`src/rtl/button_conditioner.sv`:
```
// Two-channel pushbutton front end: 2-flop synchroniser plus per-channel debounce FSM.
// Latency: DB_CYCLES+1 clk edges from a raw level change to the btn_level / pulse update.
// Backpressure: none; the pulses are fire-and-forget single-cycle strobes.
module button_conditioner #(
    parameter int DB_CYCLES = 1000000,
    parameter int CNT_W     = $clog2(DB_CYCLES)
) (
    input  logic       clk,
    input  logic       reset,
    input  logic [1:0] btn_raw,
    output logic [1:0] btn_level,
    output logic [1:0] btn_pulse,
    output logic [1:0] btn_release
);

    // Debounce FSM encoding, shared by both channels.
    localparam logic [1:0] ST_IDLE         = 2'd0;
    localparam logic [1:0] ST_PRESS_WAIT   = 2'd1;
    localparam logic [1:0] ST_PRESSED      = 2'd2;
    localparam logic [1:0] ST_RELEASE_WAIT = 2'd3;

    // The wait states accept the new level once the sample count reaches this value.
    localparam logic [CNT_W-1:0] CNT_LAST = CNT_W'(DB_CYCLES - 1);
    localparam logic [CNT_W-1:0] CNT_ONE  = CNT_W'(1);
    localparam logic [CNT_W-1:0] CNT_ZERO = '0;

    logic [1:0] sync1_d, sync1_q;
    logic [1:0] s_d, s_q;

    // Synchroniser next-state: raw input into stage 1, stage 1 into the used sample.
    always_comb begin
        sync1_d = btn_raw;
        s_d     = sync1_q;
    end

    // Synchroniser flops; both stages clear on reset so a held button needs a full debounce.
    always_ff @(posedge clk or posedge reset) begin
        if (reset) begin
            sync1_q <= 2'b00;
            s_q     <= 2'b00;
        end else begin
            sync1_q <= sync1_d;
            s_q     <= s_d;
        end
    end

    for (genvar g = 0; g < 2; g++) begin : g_ch
        logic [1:0]       state_d, state_q;
        logic [CNT_W-1:0] cnt_d, cnt_q;
        logic             level_d, level_q;
        logic             pulse_d, pulse_q;
        logic             rel_d, rel_q;
        logic             s;

        assign s = s_q[g];

        // Debounce decision: a single opposite sample in a wait state falls back to the old
        // stable state; the counter saturates at CNT_LAST so it can never wrap.
        always_comb begin
            state_d = state_q;
            cnt_d   = cnt_q;
            level_d = level_q;
            pulse_d = 1'b0;
            rel_d   = 1'b0;
            case (state_q)
                ST_IDLE: begin
                    if (s) begin
                        state_d = ST_PRESS_WAIT;
                        cnt_d   = CNT_ONE;
                    end
                end
                ST_PRESS_WAIT: begin
                    if (!s) begin
                        state_d = ST_IDLE;
                        cnt_d   = CNT_ZERO;
                    end else if (cnt_q == CNT_LAST) begin
                        state_d = ST_PRESSED;
                        cnt_d   = CNT_ZERO;
                        level_d = 1'b1;
                        pulse_d = 1'b1;
                    end else begin
                        cnt_d = cnt_q + CNT_ONE;
                    end
                end
                ST_PRESSED: begin
                    if (!s) begin
                        state_d = ST_RELEASE_WAIT;
                        cnt_d   = CNT_ONE;
                    end
                end
                ST_RELEASE_WAIT: begin
                    if (s) begin
                        state_d = ST_PRESSED;
                        cnt_d   = CNT_ZERO;
                    end else if (cnt_q == CNT_LAST) begin
                        state_d = ST_IDLE;
                        cnt_d   = CNT_ZERO;
                        level_d = 1'b0;
                        rel_d   = 1'b1;
                    end else begin
                        cnt_d = cnt_q + CNT_ONE;
                    end
                end
                default: begin
                    state_d = ST_IDLE;
                    cnt_d   = CNT_ZERO;
                    level_d = 1'b0;
                end
            endcase
        end

        // Channel state and registered outputs; reset drops everything without a release strobe.
        always_ff @(posedge clk or posedge reset) begin
            if (reset) begin
                state_q <= ST_IDLE;
                cnt_q   <= CNT_ZERO;
                level_q <= 1'b0;
                pulse_q <= 1'b0;
                rel_q   <= 1'b0;
            end else begin
                state_q <= state_d;
                cnt_q   <= cnt_d;
                level_q <= level_d;
                pulse_q <= pulse_d;
                rel_q   <= rel_d;
            end
        end

        assign btn_level[g]   = level_q;
        assign btn_pulse[g]   = pulse_q;
        assign btn_release[g] = rel_q;
    end

endmodule

```
`config.mk`:
```
export PLATFORM = sky130hd
export DESIGN_NAME = button_conditioner
export DESIGN_NICKNAME = d
export VERILOG_FILES = /design/src/rtl/button_conditioner.sv
export SDC_FILE = /design/constraint.sdc
export NUM_CORES = 1
export LEC_CHECK = 0
export CORE_ASPECT_RATIO = 1.1
export CORE_MARGIN = 8
export CORE_UTILIZATION = 36
export DETAILED_ROUTE_END_ITERATION = 12
export SLEW_MARGIN = 20
export SYNTH_ARGS = -nofsm -noshare
export SYNTH_HDL_FRONTEND = slang
export SYNTH_SLANG_ARGS = --single-unit
```
`constraint.sdc`:
```
create_clock -name clk -period 2.2 [get_ports clk]
set_input_delay 0.44 -clock clk [delete_from_list [all_inputs] [get_ports clk]]
set_output_delay 0.44 -clock clk [all_outputs]
set_load 0.1 [all_outputs]
```
* Yosys cells after proc, flatten, opt, wreduce, memory -nomap -nowiden *
Cells that the tools add are included.

storage, ports and cells
  register bits after elaboration = 54
  bits of input ports = 4
  bits in read-only memories = 0
  memories kept = 0
  logic and storage cells = 94
  latch bits = 0
  bits in writable memories = 0
  output and inout port bits = 6

cells by class
  multiplexer cells = 46
  equality and inequality tests = 24
  reductions and logical operators = 10
  $mul = 0
  div/mod/pow operators = 0
  shifts and indexed selects = 0
  magnitude comparators = 0
  bitwise logic cells = 0
  add/subtract/negate cells = 2

operator list
  cell                                                              number
  20-bit two-way mux                                                10
  20-bit case mux with 4 select lines                               2
  20-bit by 1-bit adder with 20-bit output (second input constant)  2
  20-bit == test (second input constant)                            2
  2-bit two-way mux                                                 12
  2-bit != test (second input constant)                             12
  1-bit two-way mux                                                 18
  2-bit case mux with 4 select lines                                2
  3-bit != test (second input constant)                             4
  5-bit AND reduction                                               2
  2-bit == test (second input constant)                             4
  4-bit AND reduction                                               2
  2-bit by 1-bit == test with 1-bit output (second input constant)  2
  2-bit logical NOT                                                 2
  1-bit case mux with 2 select lines                                2
  2-bit AND reduction                                               2
  2-bit nonzero test                                                2

* Longest topological paths before layout *
  word-level depth = 4
  mapped depth = 8
  gate-level depth less buffers = 6

* Worst setup path before layout *
Ideal clock, no wire load.

  path type = flip-flop to flip-flop
  from = register g_ch[0].cnt_q[6]
  to = register (tool-made name)
  required time = 2.075 ns
  setup time = 0.125 ns
  data arrival time = 1.862 ns
  buffers on the path = 0
  setup slack = 0.213 ns
  stages on the path, launching flop included = 6
  clock period less this slack = 1.987 ns
  path through = dfrtp_1 or4_4 nor4_4 a21o_4 nand2_1 mux2_4

RTL lines
  element                 line  text
  start, declared         49    logic [CNT_W-1:0] cnt_d, cnt_q;
  start signal, assigned  122   cnt_q <= cnt_d;

* Final worst setup path *
  from = register g_ch[1].cnt_q[0]
  to = register g_ch[1].level_q

on the way
  word-level cells in the longest chain between the ends = 3
  elaborated cells between the ends (all ways) = 4

RTL lines
  element                            line    text
  start, declared                    49
  start signal, assigned             122
  20-bit == test (*)                 76, 95
  2-bit != test (no line)            --
  5-bit AND reduction (no line) (*)  --
  end signal, assigned               123     level_q <= level_d;
  end, declared                      50      logic level_d, level_q;

Every way passes the cells marked *; elsewhere a longest branch is shown, timed or not.
A chain may end at the register's enable or synchronous reset.

==> out/metrics.cfg <==
[cts]
path_clk_slew_ns = 0.11
cts_tree = yes
cts_sinks = 54
post-cts-setup-buffer-count = 0
clock_latency_ns = 0.31
ctsHoldBuffers = 0
cts_buffer_depth = 2
cts_buffers = 5
cts-root-buf = clkbuf_8
htree_levels = 2

[timing]
hold_viol = 0
fmax_mhz = 497
relSlewSlack = 0.589
fin_crit_sh = 0.915
setup_violations = 0
finalClockSkew_ns = 0.0120
rsz0062_at_grt = false
maxSlewViolCount = 0
fin_tns_setup_ns = 0
tightest_slew_ns = 0.610
period_minus_slack_ns = 2.01

[logic_synthesis]
yosysSeqAreaShare = 0.473
yosys-top-cells-area = dfrtp_1, nand2_1, a31oi_1, xnor2_1, nand3_1
ys_ff_latch = 54
yosysTopAreaCellShare = 0.473
synth_ff_type = dfrtp_1
synth_area_per_cell_sq_um = 9.37
async_flop_share = 1.00
netlist_instances = 305
syn_nets = 311
yosys_warnings = 0
synth_top_cell_by_area = dfrtp_1
synth_most_common_cell = dfrtp_1
synth_edf_count = 0
netlist_area_sq_um = 2860
synthTopCellsByCount = dfrtp_1, nand2_1, a31oi_1
synth_cell_types = 46

[final_layout]
drive_gt1_frac = 0.148
postLayoutCoreUtil = 0.414
syn2layout_area_growth_pct = 13.4
fin_area_sq_um = 3240
instances_no_fill = 433
diodes = 0
layout.nets = 330

[detailed_routing]
vias = 2317
firstDrtPassIters = 4
wl_per_cell_um = 14.3
wirelength_um = 6190
postRouteAntennaNets = 0
drc = 0
drt_iter0_markers = 98
via_per_inst = 5.35

[place]
gp_congestion = 0.812
placed_area_sq_um = 3130
port_buffers = 9
dp_cells = 425
dp_hpwl_um = 4370

[die]
floorplan.initialDensity = 0.365
die-area_sq_um = 11000
core_area_sq_um = 7830
num_io_pins = 10
die_x_um = 101
die_h_um = 109
rows = 34

[global_routing]
antenna_found_initial = 0
grt_max_degree = 26
grt_pass1_wl_um = 10600
grt-ovfl-total = 0
grt_usage = 0.117
first_global_vias = 2275

[setup_path]
worst_path_max_delay_cell = dfrtp_1
startpoint_type = flip-flop
cp_max_fo = 7
worst_setup_path_end_kind = flip-flop
cp.required_ns = 2.43
crit_arrival_ns = 2.25
slowest_delay_ns = 0.43
path_class = flip-flop to flip-flop
path_cells = ha_1 > and3_1 > nand3_2 > nor4_2 > buf_4 > nand3_1 > a2bb2oi_1

[pwr]
vdd_drop_max_v = 0.000287
pwr_density_cell_nw_per_um2 = 698
p_leak_nw = 1.37

[job]
drv_cap = 0

[hold_path]
min_path_type = flip-flop to flip-flop

[outcome]
status = complete, no violations

==> power by group <==
part           internal (mW)  switching [mW]  total [mW]
sequential              1.06          0.0928        1.15
combinational          0.204           0.321       0.526
clock                  0.229           0.357       0.586
==> stage by stage <==
step / power, mW / hold WS [ns] / setup slack, ns
after global routing: 2.38 / 0.363 / 0.0384
after CTS: 2.27 / 0.359 / 0.0479
after detailed placement: 1.69 / 0.336 / 0.0123
after global placement: 1.67 / 0.332 / 0.0411
final: 2.26 / 0.357 / 0.187
after floorplan: 1.54 / 0.331 / 0.213
==> metal layers <==
metal / vias to the layer above / wire length, um / global-route usage / share of wire
met5: - / 0 / 0 / 0
met4: 0 / 51 / 0.0277 / 0.0082
met3: 8 / 199 / 0.0196 / 0.032
met2: 39 / 2970 / 0.196 / 0.48
met1: 1124 / 2960 / 0.154 / 0.48
li1: 1146 / - / - / -
==> timing repair <==
item | 4_1_cts | 5_1_grt
pin swaps | 0 | 1
endpoints found under the setup margin | 3 | 6
resized for setup | 1 | 2
==> cells in the final DEF, fill, tap and decap left out, types with 3 or more instances in the layout <==
master and instances:
xnor2_1 10, clkbuf_8 5, nand2_1 44, and2_1 3, nor2_1 17, and3_1 10
inv_1 5, buf_4 24, a21oi_1 9, o21ai_1 9, nand2b_1 4, o21a_1 3
a21o_1 9, nor4_1 11, nor3_1 10, dfrtp_1 54, xor2_1 5, nand4_1 5
a31oi_1 18, clkdlybuf4s50_1 3, o21ai_0 11, nand3_1 15
==> critical path, delay by kind of cell (launching register included) <==
kind	cells	cell delay, ns
buffers and inverters	1	0.17
flip-flops	1	0.43
AO/OA/AOI/OAI	1	0.17
adder cells (fa/ha/maj)	1	0.21
AND/OR/NAND/NOR	4	0.94
==> flip-flops by register name, summed over array words and instances (netlist names), named ones only <==
name          count
g_ch.cnt_q       40
g_ch.level_q      2
g_ch.pulse_q      2
g_ch.rel_q        2
g_ch.state_q      2
s_d               2
s_q               2
==> area by class of cell <==
class                      instances  area (sq um)
clock inverter                     3          23.8
timing repair buffer              28           230
multi-input combinational        229          1410
tap                              108           135
sequential                        54          1350
fill                             802          4590
clock buffer                       5          68.8
inverter                           6          22.5
==> final timing paths <==
check | startpoint | end | slack, ns | cells after the start
worst max register to register | g_ch[1].cnt_q[0] | g_ch[1].level_q | 0.19 | 7
worst max-delay path | g_ch[1].cnt_q[0] | g_ch[1].level_q | 0.19 | 7
min in group asynchronous | reset | s_d[0] | 0.41 | 2
worst min register to register | s_d[1] | s_q[1] | 0.36 | 0
worst min-delay path | s_d[1] | s_q[1] | 0.36 | 0
max in group asynchronous | reset | g_ch[0].cnt_q[7] | 1.26 | 3
==> kinds of logic (layout without fill, tap and decap cells) <==
group                    count (synthesis)  after routing  share of synthesized area
AND/OR/NAND/NOR                        138            138                      0.259
AO/OA/AOI/OAI                           72             72                      0.165
multiplexers                             2              2                    0.00876
XOR/XNOR                                15             15                     0.0460
adder cells (fa/ha/maj)                  2              2                    0.00876
flip-flops                              54             54                      0.473
buffers and inverters                   22             42                     0.0403
Note: power is estimated with default switching activity, not from simulation.
